File: config.mk
export PLATFORM = sky130hd
export DESIGN_NAME = hazard_scoreboard
export DESIGN_NICKNAME = d
export VERILOG_FILES = /design/src/rtl/cpu_defs.sv /design/src/rtl/hazard_cnt.sv /design/src/rtl/hazard_scoreboard.sv
export SDC_FILE = /design/constraint.sdc
export NUM_CORES = 1
export LEC_CHECK = 0
export ABC_AREA = 1
export BUFFER_PORTS_ARGS = -buffer_cell sky130_fd_sc_hd__clkbuf_2
export CAP_MARGIN = 20
export CORE_MARGIN = 10
export CORE_UTILIZATION = 50
export DETAILED_ROUTE_END_ITERATION = 8
export PLACE_DENSITY_LB_ADDON = 0.15
export SKIP_LAST_GASP = 1
export SLEW_MARGIN = 25
export SYNTH_ARGS = -nofsm -noshare
export SYNTH_HDL_FRONTEND = slang
export SYNTH_SLANG_ARGS = --single-unit
File: constraint.sdc
create_clock -name clk -period 2.2 [get_ports clk]
set_input_delay 0.11 -clock clk [delete_from_list [all_inputs] [get_ports clk]]
set_output_delay 0.11 -clock clk [all_outputs]
set_load 0.05 [all_outputs]
File: src/rtl/cpu_defs.sv
// Shared pipeline constants for the register-dependency scoreboard.
package cpu_defs;
  localparam int unsigned NUM_REGS   = 32;
  localparam int unsigned REG_ADDR_W = 5;
  localparam int unsigned CNT_W      = 2;

  typedef logic [REG_ADDR_W-1:0] reg_addr_t;
endpackage

File: src/rtl/hazard_cnt.sv
// Per-register outstanding-write counter: saturates at max, holds at zero,
// and flags illegal overflow/underflow in simulation.
module hazard_cnt #(
  parameter int unsigned W = 2
) (
  input  logic         clk,
  input  logic         rst,
  input  logic         inc,
  input  logic         dec,
  input  logic         clr,
  output logic [W-1:0] cnt,
  output logic         nz
);
  logic [W-1:0] cnt_q;
  logic [W-1:0] cnt_d;

  always_comb begin
    cnt_d = cnt_q;
    if (clr) begin
      cnt_d = '0;
    end else if (inc && !dec) begin
      if (cnt_q != '1) cnt_d = cnt_q + W'(1);
    end else if (dec && !inc) begin
      if (cnt_q != '0) cnt_d = cnt_q - W'(1);
    end
  end

  always_ff @(posedge clk or negedge rst) begin
    if (!rst) cnt_q <= '0;
    else      cnt_q <= cnt_d;
  end

  assign cnt = cnt_q;
  assign nz  = (cnt_q != '0);

`ifndef SYNTHESIS
  a_no_overflow: assert property (@(posedge clk) disable iff (!rst)
    !(inc && !dec && !clr && cnt_q == '1))
    else $error("hazard_cnt overflow");
  a_no_underflow: assert property (@(posedge clk) disable iff (!rst)
    !(dec && !inc && !clr && cnt_q == '0))
    else $error("hazard_cnt underflow");
`endif
endmodule

File: src/rtl/hazard_scoreboard.sv
// Register scoreboard and ID stall controller for the five-stage pipeline.
// Optional HAZARD_WB_BYPASS_EN: same-cycle WB write-through clears a last pending write.
module hazard_scoreboard
  import cpu_defs::*;
(
  input  logic                  clk,
  input  logic                  rst,
  input  logic                  id_valid,
  input  logic                  id_fire,
  input  logic                  id_rf_we,
  input  logic [REG_ADDR_W-1:0] id_rf_waddr,
  input  logic                  id_src1_used,
  input  logic                  id_src2_used,
  input  logic [REG_ADDR_W-1:0] id_raddr1,
  input  logic [REG_ADDR_W-1:0] id_raddr2,
  input  logic                  wb_fire,
  input  logic                  wb_rf_we,
  input  logic [REG_ADDR_W-1:0] wb_rf_waddr,
  input  logic                  flush,
  output logic                  stall,
  output logic                  pending_any
);
  logic                 issue;
  logic                 retire;
  logic [NUM_REGS-1:0]  nz;
  logic [NUM_REGS-1:0]  pend;
  logic [CNT_W-1:0]     cnt [NUM_REGS];

  assign issue  = id_fire && id_rf_we && (id_rf_waddr != '0);
  assign retire = wb_fire && wb_rf_we && (wb_rf_waddr != '0);

  assign nz[0]  = 1'b0;
  assign cnt[0] = '0;

  for (genvar r = 1; r < NUM_REGS; r++) begin : g_reg
    hazard_cnt #(.W(CNT_W)) u_cnt (
      .clk (clk),
      .rst (rst),
      .inc (issue  && (id_rf_waddr == REG_ADDR_W'(r))),
      .dec (retire && (wb_rf_waddr == REG_ADDR_W'(r))),
      .clr (flush),
      .cnt (cnt[r]),
      .nz  (nz[r])
    );
  end

`ifdef HAZARD_WB_BYPASS_EN
  // A register whose only outstanding write retires this cycle is visible through the RF.
  always_comb begin
    pend = nz;
    if (retire && cnt[wb_rf_waddr] == CNT_W'(1)) pend[wb_rf_waddr] = 1'b0;
  end
`else
  assign pend = nz;
`endif

  assign stall = id_valid && ((id_src1_used && pend[id_raddr1]) ||
                              (id_src2_used && pend[id_raddr2]));

  always_comb begin
    pending_any = 1'b0;
    for (int unsigned r = 0; r < NUM_REGS; r++) begin
      if (cnt[r] != '0) pending_any = 1'b1;
    end
  end
endmodule

==> out/summary.txt <==
==================================================================================
RSZ-0062 raised after global routing ................................         true
Drt first-iter violations ...........................................          606
Post-layout worst setup margin ......................................     79.39 ps
Die W ...............................................................     124.1 um
H-Tree Level Count ..................................................            3
Mapped Nets .........................................................          940
Clock tree from TritonCTS ...........................................          yes
Placed Instance Area ................................................     5674 um2
Placeable core area .................................................    10460 um2
Total standard cell area after synthesis ............................     5416 um2
Remaining DRCs ......................................................            0
Number of cells on the worst reg-to-reg path ........................            6
Mean routed wirelength per cell .....................................     14.03 um
Global Route met1 Usage .............................................       28.26%
Final Critical Period ...............................................      2121 ps
Worst slew margin relative to its limit .............................       63.67%
Worst vdd ir ........................................................     531.5 uV
Final slew viol count ...............................................            0
Delay of the slowest critical-path stage ............................       400 ps
Max FFs per register ................................................           62
Die Height ..........................................................     124.1 um
Global-route wire length before repair ..............................     25030 um
Nets ................................................................          965
Number of distinct library cells after synthesis ....................           29
Worst-margin pin slew ...............................................     544.3 ps
Die area ............................................................    15400 um2
Critical path data required time ....................................      2090 ps
Capturing element type of the critical path .........................  output port
Via count ...........................................................         5724
Fin area ............................................................     5933 um2
Final hold violations ...............................................            0
Inserted Clock Buffers ..............................................            9
Fraction of the yosys area taken by sequential cells ................       28.64%
Antenna viol nets, final ............................................            0
Share of final-layout standard cells stronger than drive strength 1 .       14.18%
Number of optimization iterations in the first detailed-route pass ..            5
GR peak layer .......................................................         met2
Critical path buffer and inverter count .............................            2
Startpoint of the most critical register-to-register path ........... g_reg[17].u_cnt.cnt[0]
Routability congestion estimate .....................................       0.9766
Rows ................................................................           37
Cell with the largest stage delay on the worst path ................. sky130_fd_sc_hd__dfrtp_1
Endpoint of the worst register-to-register path ..................... g_reg[17].u_cnt.cnt[1]
Worst slack after detailed placement ................................     390.9 ps
Met3 usage ..........................................................       5.430%
Kind of start point of the critical path ............................    flip-flop
Clock tree root driver cell ......................................... sky130_fd_sc_hd__clkbuf_8
Cells along the critical path ....................................... nor2_1 -> inv_1 -> nor4_1 -> nand4_1 -> or2_2 -> buf_2
Number of buffers added on ports ....................................           31
Type of the tightest min-delay check ................................ input port to async pin
Number of buffers added for setup after CTS .........................            0
Synth Warn # ........................................................            0
Register bit total from synthesis ...................................           62
Top delay family on crit path ....................................... simple AND/OR/NAND/NOR gates
Final clock skew ....................................................     8.620 ps
Class of the most critical setup path ............................... flip-flop to output port
Largest net degree at the start of global routing ...................           90
Register-to-register setup slack ....................................       880 ps
Data arrival, critical path .........................................      2010 ps
Peak clock frequency supported by timing ............................    471.6 MHz
GR Overflow Total ...................................................            0
Instance count of the mapped netlist ................................          910
Max Cap Violations ..................................................            0
Via/cell ratio ......................................................        5.330
Crit share post-route ...............................................       96.39%
Clock slew seen by the registers of the worst setup and hold paths ..        70 ps
Global router's overall resource usage ..............................       20.35%
Met2 track utilization from global routing ..........................       29.94%
Buffers from clock root to sink, at most ............................            2
Number of antenna violations at the first check in global routing ...            0
Syn_area_per_cell ...................................................    5.952 um2
Peak fanout along the critical path .................................            4
Area Overhead vs Synth ..............................................       9.540%
Worst-skew pair later-pin latency ...................................       370 ps
Final wirelength ....................................................     15070 um
Starting utilization of the core area ...............................       51.77%
Post-detail-place hpwl ..............................................     11290 um
Status ..............................................................    completed
Total inserted antenna cells ........................................            0
Power density of the placed cells ................................... 585.7 nW/um2
Number of global-route vias before repair ...........................         5082
Clock Sink Count ....................................................           62
Final number of setup-violating endpoints ...........................            0
Boundary Pins .......................................................           32
P_leak ..............................................................     2.915 nW
==================================================================================
-- placed cells by master (no fill, tap or decap), drive strengths merged --
| cell | n |
|---|---|
| nand2 | 318 |
| nor2 | 148 |
| nand3 | 142 |
| inv | 110 |
| dfrtp | 62 |
| o21ai | 48 |
| clkbuf | 42 |
| nand4 | 22 |
| xnor2 | 15 |
| buf | 8 |
| nor4 | 7 |
| o211ai | 4 |
| a21oi | 3 |
| nor3 | 3 |
| o21a | 3 |
| or2 | 1 |
| clkinv | 1 |
| dlygate4sd3 | 1 |
-- routing by layer --
layer | wire length (um) | vias up
met5 | 0 | -
met4 | 326 | 0
met3 | 1253 | 29
met2 | 6369 | 197
met1 | 7123 | 2560
li1 | - | 2938
-- cell usage after synthesis --
| cell | instances | area (um2) |
|---|---|---|
| sky130_fd_sc_hd__o21ai_0 | 35 | 175.2 |
| sky130_fd_sc_hd__nand3_2 | 8 | 80.08 |
| sky130_fd_sc_hd__clkbuf_2 | 1 | 5.000 |
| sky130_fd_sc_hd__nor2_1 | 123 | 461.7 |
| sky130_fd_sc_hd__nand2_4 | 7 | 78.83 |
| sky130_fd_sc_hd__inv_2 | 11 | 41.29 |
| sky130_fd_sc_hd__nor2_2 | 18 | 112.6 |
| sky130_fd_sc_hd__nor3_1 | 3 | 15.01 |
| sky130_fd_sc_hd__buf_6 | 1 | 11.26 |
| sky130_fd_sc_hd__nor2_4 | 7 | 78.83 |
| sky130_fd_sc_hd__buf_2 | 9 | 45.04 |
| sky130_fd_sc_hd__buf_4 | 1 | 7.510 |
| sky130_fd_sc_hd__or2_2 | 1 | 6.260 |
| sky130_fd_sc_hd__nand4_1 | 22 | 137.6 |
| sky130_fd_sc_hd__o21ai_1 | 11 | 55.05 |
| sky130_fd_sc_hd__inv_1 | 99 | 371.6 |
| sky130_fd_sc_hd__buf_1 | 2 | 7.510 |
| sky130_fd_sc_hd__nand2_1 | 300 | 1126 |
| sky130_fd_sc_hd__dfrtp_1 | 62 | 1551 |
| sky130_fd_sc_hd__buf_8 | 1 | 15.01 |
| sky130_fd_sc_hd__nand2_2 | 11 | 68.82 |
| sky130_fd_sc_hd__o21ai_2 | 2 | 17.52 |
| sky130_fd_sc_hd__clkbuf_1 | 9 | 33.78 |
| sky130_fd_sc_hd__a21oi_1 | 3 | 15.01 |
| sky130_fd_sc_hd__o211ai_1 | 4 | 30.03 |
| sky130_fd_sc_hd__xnor2_1 | 15 | 131.4 |
| sky130_fd_sc_hd__o21a_1 | 3 | 22.52 |
| sky130_fd_sc_hd__nand3_1 | 134 | 670.6 |
| sky130_fd_sc_hd__nor4_1 | 7 | 43.79 |
-- power by group --
group	switching (mW)	internal, mW
Combinational	0.772	0.362
Clock	0.468	0.488
Sequential	0.0969	1.29
Total	1.34	2.14
-- worst max-delay path by stage --
stage	startpoint	to	cells past startpoint	slack [ps]
after floorplan	id_raddr2[0]	stall	11	300
after global placement	g_reg[27].u_cnt.cnt[0]	pending_any	6	370
after detailed placement	g_reg[22].u_cnt.cnt[0]	pending_any	6	390
after CTS	g_reg[22].u_cnt.cnt[0]	pending_any	6	1
after global routing	g_reg[7].u_cnt.cnt[0]	pending_any	6	-2
final	g_reg[24].u_cnt.cnt[1]	pending_any	6	80
-- layout make-up --
cell class / count / area [um2]
fillers: 1104 / 4529
multi-input cells: 714 / 3400
clock inverters: 1 / 5.005
well taps: 136 / 170.2
clock buffers: 13 / 168.9
inverters: 110 / 412.9
flip-flops and latches: 62 / 1551
repair buffers: 38 / 225.2
-- worst register-to-register path, delay by kind of cell, from the launching register on --
family	cells	cell delay, ps
AO/OA/AOI/OAI	3	540
flip-flops	1	340
AND/OR/NAND/NOR	2	290
buffers and inverters	1	60
-- repair_timing --
item                                    in CTS  in global routing
endpoints found under the hold margin       16                  0
gates resized for setup                      1                 21
pin swaps                                    0                  1
endpoints found under the setup margin       1                  2
hold buffers                                 1                  0
-- cell families after synthesis --
kind of cell	after synthesis	share of synthesized area, %
xor+xnor	15	2.426
simple gates	641	53.18
buf+inv	134	9.933
flops	62	28.64
compound gates	58	5.821
-- through the flow --
stage / std cells / total power, mW / setup TNS [ps] / hold slack, ps / util [%]
global route: 1074 / 3.721 / -1.685 / 223.3 / 56.71
floorplan: 910 / 2.191 / 0 / -185.6 / -
finish: 1074 / 3.475 / 0 / 190.2 / 56.71
CTS: 1074 / 3.444 / 0 / 201.6 / 56.05
detailed placement: 1059 / 2.483 / 0 / 66.21 / 54.23
global placement: 1059 / 2.467 / 0 / 67.40 / 54.23
(Power assumes the default switching activity.)
